`config.mk`:
```
export PLATFORM = sky130hd
export DESIGN_NAME = hp_life_manager
export DESIGN_NICKNAME = d
export VERILOG_FILES = /design/src/rtl/hp_life_manager.sv
export SDC_FILE = /design/constraint.sdc
export NUM_CORES = 1
export LEC_CHECK = 0
export CORE_MARGIN = 8
export CORE_UTILIZATION = 53
export DETAILED_ROUTE_END_ITERATION = 10
export PLACE_DENSITY = 0.81
export SLEW_MARGIN = 15
export SYNTH_ARGS = -nofsm -noshare
export SYNTH_HDL_FRONTEND = slang
export SYNTH_SLANG_ARGS = --single-unit
```
`constraint.sdc`:
```
create_clock -name clk_22 -period 4.22 [get_ports clk_22]
set_clock_uncertainty 0.2 [all_clocks]
set_input_delay 0.844 -clock clk_22 [delete_from_list [all_inputs] [get_ports clk_22]]
set_output_delay 0.844 -clock clk_22 [all_outputs]
set_load 0.02 [all_outputs]
```
`src/rtl/hp_life_manager.sv`:
```
// Boss HP / player lives bookkeeping with player i-frames and a boss phase indicator.
// Optional boss HP regeneration is enabled by defining BOSS_REGEN_EN.
module hp_life_manager #(
  parameter int unsigned BOSS_MAX_HP   = 500,
  parameter int unsigned PLAYER_LIVES  = 3,
  parameter int unsigned IFRAME_CYCLES = 24,
  parameter int unsigned PHASE1_HP     = 333,
  parameter int unsigned PHASE2_HP     = 166,
  parameter int unsigned REGEN_PERIOD  = 48
) (
  input  logic       clk_22,
  input  logic       rst,
  input  logic [1:0] scene,
  input  logic       gamestart,
  input  logic       boss_hit,
  input  logic [3:0] dmg,
  input  logic       player_hit,
  output logic [9:0] bosshp,
  output logic [1:0] life,
  output logic       invincible,
  output logic [1:0] boss_phase
);

  localparam logic [9:0] MAX_HP   = 10'(BOSS_MAX_HP);
  localparam logic [1:0] LIVES    = 2'(PLAYER_LIVES);
  localparam logic [7:0] IFR_LOAD = 8'(IFRAME_CYCLES - 1);
  localparam logic [9:0] P1_HP    = 10'(PHASE1_HP);
  localparam logic [9:0] P2_HP    = 10'(PHASE2_HP);
  localparam logic [1:0] SCENE_GAME = 2'b01;

  logic       active;
  logic       boss_ok;
  logic       player_ok;
  logic [9:0] dmg_ext;
  logic [9:0] hp_after_hit;
  logic [9:0] bosshp_d;
  logic [1:0] life_d;
  logic       invincible_d;
  logic [7:0] ifr_cnt, ifr_cnt_d;

  assign active  = (scene == SCENE_GAME);
  assign dmg_ext = {6'd0, dmg};

  // Gating uses pre-edge values so simultaneous hits resolve independently.
  assign boss_ok   = active && boss_hit && (bosshp != 10'd0) && (life != 2'd0);
  assign player_ok = active && player_hit && !invincible &&
                     (life != 2'd0) && (bosshp != 10'd0);

  assign hp_after_hit = (bosshp > dmg_ext) ? (bosshp - dmg_ext) : 10'd0;

`ifdef BOSS_REGEN_EN
  localparam int unsigned RW = (REGEN_PERIOD > 1) ? $clog2(REGEN_PERIOD) : 1;
  localparam logic [RW-1:0] REGEN_LAST = RW'(REGEN_PERIOD - 1);

  logic [RW-1:0] regen_cnt, regen_cnt_d;
  logic          regen_fire;

  assign regen_fire = (regen_cnt == REGEN_LAST);

  always_comb begin
    regen_cnt_d = regen_cnt;
    if (gamestart) begin
      regen_cnt_d = '0;
    end else if (active) begin
      if (boss_ok || regen_fire) regen_cnt_d = '0;
      else                       regen_cnt_d = regen_cnt + 1'b1;
    end
  end

  always_ff @(posedge clk_22 or negedge rst) begin
    if (!rst) regen_cnt <= '0;
    else      regen_cnt <= regen_cnt_d;
  end
`else
  logic unused_regen_cfg;
  assign unused_regen_cfg = (REGEN_PERIOD == 0);
`endif

  always_comb begin
    bosshp_d     = bosshp;
    life_d       = life;
    invincible_d = invincible;
    ifr_cnt_d    = ifr_cnt;
    if (gamestart) begin
      bosshp_d     = MAX_HP;
      life_d       = LIVES;
      invincible_d = 1'b0;
      ifr_cnt_d    = 8'd0;
    end else if (active) begin
      if (boss_ok) begin
        bosshp_d = hp_after_hit;
      end
`ifdef BOSS_REGEN_EN
      // A hit in the same cycle suppresses regen; a dead boss never regenerates.
      else if (regen_fire && (bosshp != 10'd0) && (bosshp < MAX_HP)) begin
        bosshp_d = bosshp + 10'd1;
      end
`endif
      if (player_ok) begin
        life_d       = life - 2'd1;
        invincible_d = 1'b1;
        ifr_cnt_d    = IFR_LOAD;
      end else if (invincible) begin
        if (ifr_cnt == 8'd0) invincible_d = 1'b0;
        else                 ifr_cnt_d    = ifr_cnt - 8'd1;
      end
    end
  end

  always_ff @(posedge clk_22 or negedge rst) begin
    if (!rst) begin
      bosshp     <= MAX_HP;
      life       <= LIVES;
      invincible <= 1'b0;
      ifr_cnt    <= 8'd0;
    end else begin
      bosshp     <= bosshp_d;
      life       <= life_d;
      invincible <= invincible_d;
      ifr_cnt    <= ifr_cnt_d;
    end
  end

  always_comb begin
    if (bosshp == 10'd0)      boss_phase = 2'd3;
    else if (bosshp <= P2_HP) boss_phase = 2'd2;
    else if (bosshp <= P1_HP) boss_phase = 2'd1;
    else                      boss_phase = 2'd0;
  end

endmodule

```
# After elaboration in Yosys (flattened, before gate mapping)
# Index checks and enable logic that the tools add are counted.
[totals]
ff_bits = 21
inputBits = 11
output_inout_bits = 15
elab_cells = 51
[classes]
add_sub_neg = 3
n_lt_le_gt_ge = 3
eq_ne = 2
muxes = 20
reduce_logical = 19
[ops]
columns = ["cell", "n"]
rows = [
  ["$mux W10", 4],
  ["$mux W8", 5],
  ["$gt A10 B4 Y1", 1],
  ["$le A10 B8 Y1 const B", 1],
  ["$le A10 B9 Y1 const B", 1],
  ["$logic_not A10 Y1", 1],
  ["$mux W2", 5],
  ["$reduce_bool A10 Y1", 1],
  ["$sub A10 B4 Y10", 1],
  ["$logic_not A8 Y1", 1],
  ["$reduce_bool A2 Y1", 4],
  ["$sub A8 B1 Y8 const B", 1],
  ["$logic_and A1 B1 Y1", 7],
  ["$mux W1", 6],
  ["$reduce_and A2 Y1", 2],
  ["$ne A3 B3 Y1 const B", 1],
  ["$reduce_and A3 Y1", 1],
  ["$reduce_bool A3 Y1", 1],
  ["$eq A2 B1 Y1 const B", 1],
  ["$sub A2 B1 Y2 const B", 1],
  ["$logic_not A1 Y1", 1],
]

# Depth between registers and ports, before layout
[depth]
depth_word = 8
mapped_depth = 8
mapped_depth_nobuf = 8

# Worst setup path before layout
# OpenSTA, ideal clock, no wires.
[synth_path]
kind = "reg-to-output"
startpoint = "reg bosshp[5]"
endpoint = "out boss_phase[0]"
arrival_ns = 1.782
t_required_ns = 3.176
slack_ns = 1.394
path_stages_with_launch = 5
n_path_buf = 1
path_cell_list = "dfstp_2 > buf_2 > nor4_2 > a211oi_1 > a211oi_1"
[synth_via]
elab_chain_cells = 4
word_cells_on_any_way = 6
cone_classes = "order compare (2); mux (3); reduce/logical (1)"
[synth_rtl]
columns = ["item", "line", "text"]
rows = [
  ["start: declaration", "18", "output logic [9:0] bosshp,"],
  ["start signal: assignment", "117", "bosshp <= bosshp_d;"],
  ["$le A10 B9 Y1", "127", "else if (bosshp <= P1_HP) boss_phase = 2'd1;"],
  ["$mux W1", "127", ""],
  ["$mux W2", "126", "else if (bosshp <= P2_HP) boss_phase = 2'd2;"],
  ["$mux W2 *", "125", "if (bosshp == 10'd0) boss_phase = 2'd3;"],
  ["end: declaration", "21", "output logic [1:0] boss_phase"],
]
# Every way passes the cells marked *; elsewhere a longest branch is shown, timed or not.

# Worst setup path in the final report
# Ends and elaborated chain as after synthesis.

==> metrics.md <==
| Metric | Value |
|---|---|
| Setup CP Type | `reg -> out` |
| Cts hold-fix bufs | `0` |
| Synth unique cells | `about 50` |
| Final ANT Viol Nets | `0` |
| Final Max Slew Viols | `0` |
| Std cell rows | `19` |
| CTS root buf | `clkbuf_4` |
| Post-layout instance area | `between 1500 and 2000 um2` |
| Fill cells | `approximately 230` |
| CTS H-tree lvls | `1` |
| #FFs+latches synth | `21` |
| VDD IR max | `between 0.1 and 0.15 mV` |
| Clock buffer depth | `2` |
| Wire per inst | `between 15 and 20 um` |
| Clock-pin slew on the worst setup and hold paths | `around 120 ps` |
| Worst path bufs/invs | `1` |
| Max cap viols | `0` |
| Max Freq | `between 200 and 300 MHz` |
| Mapped Nets | `approximately 170` |
| DRT Pass-1 Iters | `4` |
| Antenna violations before repair | `0` |
| Syn_area_per_cell | `9.33 um2` |
| Die Height | `67.9 um` |
| CTS tree | `done` |
| Critical path cell sequence | `nor4_2 -> a211oi_1 -> a211oi_1 -> clkdlybuf4s50_1` |
| Tot Pwr | `roughly 0.4 mW` |
| Top_reg_cell synth | `dfrtp_1` |
| DP Area | `roughly 1700 um2` |
| Post-synthesis sequential area ratio | `0.375` |
| Warnings, synthesis | `0` |
| Commonest non-fill, non-tap cells in the layout | `clkdlybuf4s50_1 (25), nor2_1 (15), dfrtp_1 (13), inv_1 (11), a21oi_1 (11)` |
| Antenna cells | `0` |
| Worst Setup Start Kind | `register` |
| Most common cell after layout, fill and taps aside | `clkdlybuf4s50_1` |
| Average vias per placed instance | `about 6.2` |
| RSZ-0062 raised after global routing | `false` |
| Worst path most repeated cell | `a211oi_1` |
| Final Non-Filler Cells | `~210` |
| M1 GR Usage | `0.179` |
| CP delay by family, top | `buffers and inverters` |
| Routability Congestion | `0.840` |
| Setup TNS | `0 ps` |
| Setup violators final | `0` |
| I/O Buffers | `25` |
| Setup Buffers After CTS | `0` |
| Worst skew pair latency | `about 300 ps` |
| Vias in the first global route | `1234` |
| CP max stage delay | `approximately 660 ps` |
| Area Growth Syn to Fin | `20.5%` |
| Crit path DAT | `2390 ps` |
| Synth Instances | `approximately 150` |
| Placed Instances | `around 200` |
| Final Hold Fails | `0` |
| GR Util All Layers | `0.153` |
| # IOs | `26` |
| Met3 usage | `0.0311` |
| Share of the synthesized area in the top cell type | `0.228` |
| Final min period | `3430 ps` |
| Outcome | `finished clean` |
| Post-synth EDFFs | `0` |
| Pwr per Cell Area | `around 230 nW/um2` |
| Top cells by area, synth | `dfrtp_1 (23%), dfstp_2 (15%), ha_1 (6.1%)` |
| Total wire length | `between 3 and 4 mm` |
| Critical Path Fanout Max | `11` |
| Initial Util | `0.536` |
| Slew @ Worst Pin | `between 900 and 1000 ps` |
| Nets | `a little under 200` |
| Die Area | `4610 um2` |
| Storage cell area | `between 500 and 600 um2` |
| Critical Path RT | `3180 ps` |
| CTS resizes | `0` |
| Core area | `about 2700 um2` |
| Async SR Flop Fraction | `1.00` |
| Slowest-stage cell, CP | `clkdlybuf4s50_1` |
| Mapped cell area | `between 1000 and 1500 um2` |
| Slew HR | `0.355` |
| Clock sink count | `21` |
| CTS buffer count | `3` |
| Remaining global-route overflow | `0` |
| DP Wirelength | `2.58 mm` |
| Layout cells sized above 1 | `0.107` |
| Global-route wire length before repair | `5.53 mm` |
| First DRT Iteration DRCs | `39` |
| Hold Slack | `just over 300 ps` |
| GR Layer Usage met2 | `0.269` |
| Footprint of the multi-input gates | `between 800 and 900 um2` |
| Number of remaining DRC errors | `0` |
| Vias | `about 1300` |
| Pin count of the biggest net entering global routing | `22` |
| Final Cycle Share | `0.813` |
| Chip width | `67.9 um` |
| Synth area leader | `dfrtp_1` |
| GR peak layer | `met2` |
| Static Leak | `0.657 nW` |
| Crit path capture type | `output port` |
| Worst Hold Class | `reg -> reg` |
[cells by family after synthesis]
family          Yosys count  synth area share
flops                    21             0.375
mux                       2            0.0140
xor+xnor                  4            0.0245
simple gates             60             0.244
fa+ha+maj                 8            0.0754
compound gates           41             0.217
buf+inv                  17            0.0500
[area by class of cell]
| cell class | instances | share of cell area |
|---|---|---|
| multi-input cells | 115 | 0.477 |
| inverters | 11 | 0.0240 |
| flip-flops and latches | 21 | 0.311 |
| clock buffers | 4 | 0.0153 |
| repair buffers | 26 | 0.150 |
| well taps | 31 | 0.0225 |
[state kept, by name, summed over array words and instances (netlist names)]
| name | cells |
|---|---|
| invincible | 1 |
| life | 2 |
| ifr_cnt | 8 |
| bosshp | 10 |
[cells in the mapped netlist, types with 2 or more instances]
| cell | count |
|---|---|
| a211oi_1 | 4 |
| a21o_1 | 2 |
| a21oi_1 | 11 |
| a21oi_2 | 2 |
| a311o_1 | 3 |
| a31oi_1 | 2 |
| buf_2 | 2 |
| clkbuf_1 | 3 |
| dfrtp_1 | 13 |
| dfstp_2 | 8 |
| ha_1 | 7 |
| inv_1 | 11 |
| mux2i_1 | 2 |
| nand2_1 | 6 |
| nand2b_1 | 6 |
| nand3_1 | 2 |
| nand3b_1 | 2 |
| nor2_1 | 15 |
| nor2b_1 | 2 |
| nor3_1 | 9 |
| nor4_2 | 2 |
| o21ai_0 | 2 |
| o21ai_1 | 2 |
| o31ai_1 | 3 |
| or3_1 | 5 |
| or4_1 | 2 |
| xnor2_1 | 3 |
[metrics by stage]
stage | worst slack, ps | utilization
after detailed placement | 899 | 0.636
after global routing | 675 | 0.646
after CTS | 753 | 0.646
final | 787 | 0.646
after global placement | 958 | 0.636
after floorplan | 1390 | -
[per-layer routing]
layer / wire length [um] / part of all wire
met5: 0 / 0
met4: 33 / 0.0095
met3: 167 / 0.048
met2: 1810 / 0.52
met1: 1480 / 0.42
[path summary, 6_finish.rpt]
| check | startpoint | to | slack, ps | cells past startpoint |
|---|---|---|---|---|
| setup / recovery | bosshp[5] | boss_phase[0] | 790 | 4 |
| hold / removal | ifr_cnt[4] | ifr_cnt[4] | 310 | 1 |
| setup reg to reg | bosshp[0] | bosshp[9] | 1640 | 8 |
| hold reg to reg | ifr_cnt[4] | ifr_cnt[4] | 310 | 1 |
| max in group asynchronous | rst | ifr_cnt[2] | 2380 | 1 |
| min in group asynchronous | rst | ifr_cnt[6] | 860 | 1 |
[where the power goes]
part	total, mW	internal (mW)	switching (mW)	leakage [nW]
Combinational	0.0852	0.0387	0.0465	0.379
Sequential	0.218	0.209	0.00872	0.263
Clock	0.100	0.0369	0.0634	0.0150
Total	0.403	0.285	0.119	0.657
[worst reg2reg max path: cells and delay by family, from the launching register on]
kind                       cells  cell delay [ps]
and+or+nand+nor                2              530
AOI/OAI and AO/OA              3              640
buffers and inverters          1               70
adders and majority gates      2              600
DFF                            1              460
Note: power is estimated with default switching activity, not from simulation.
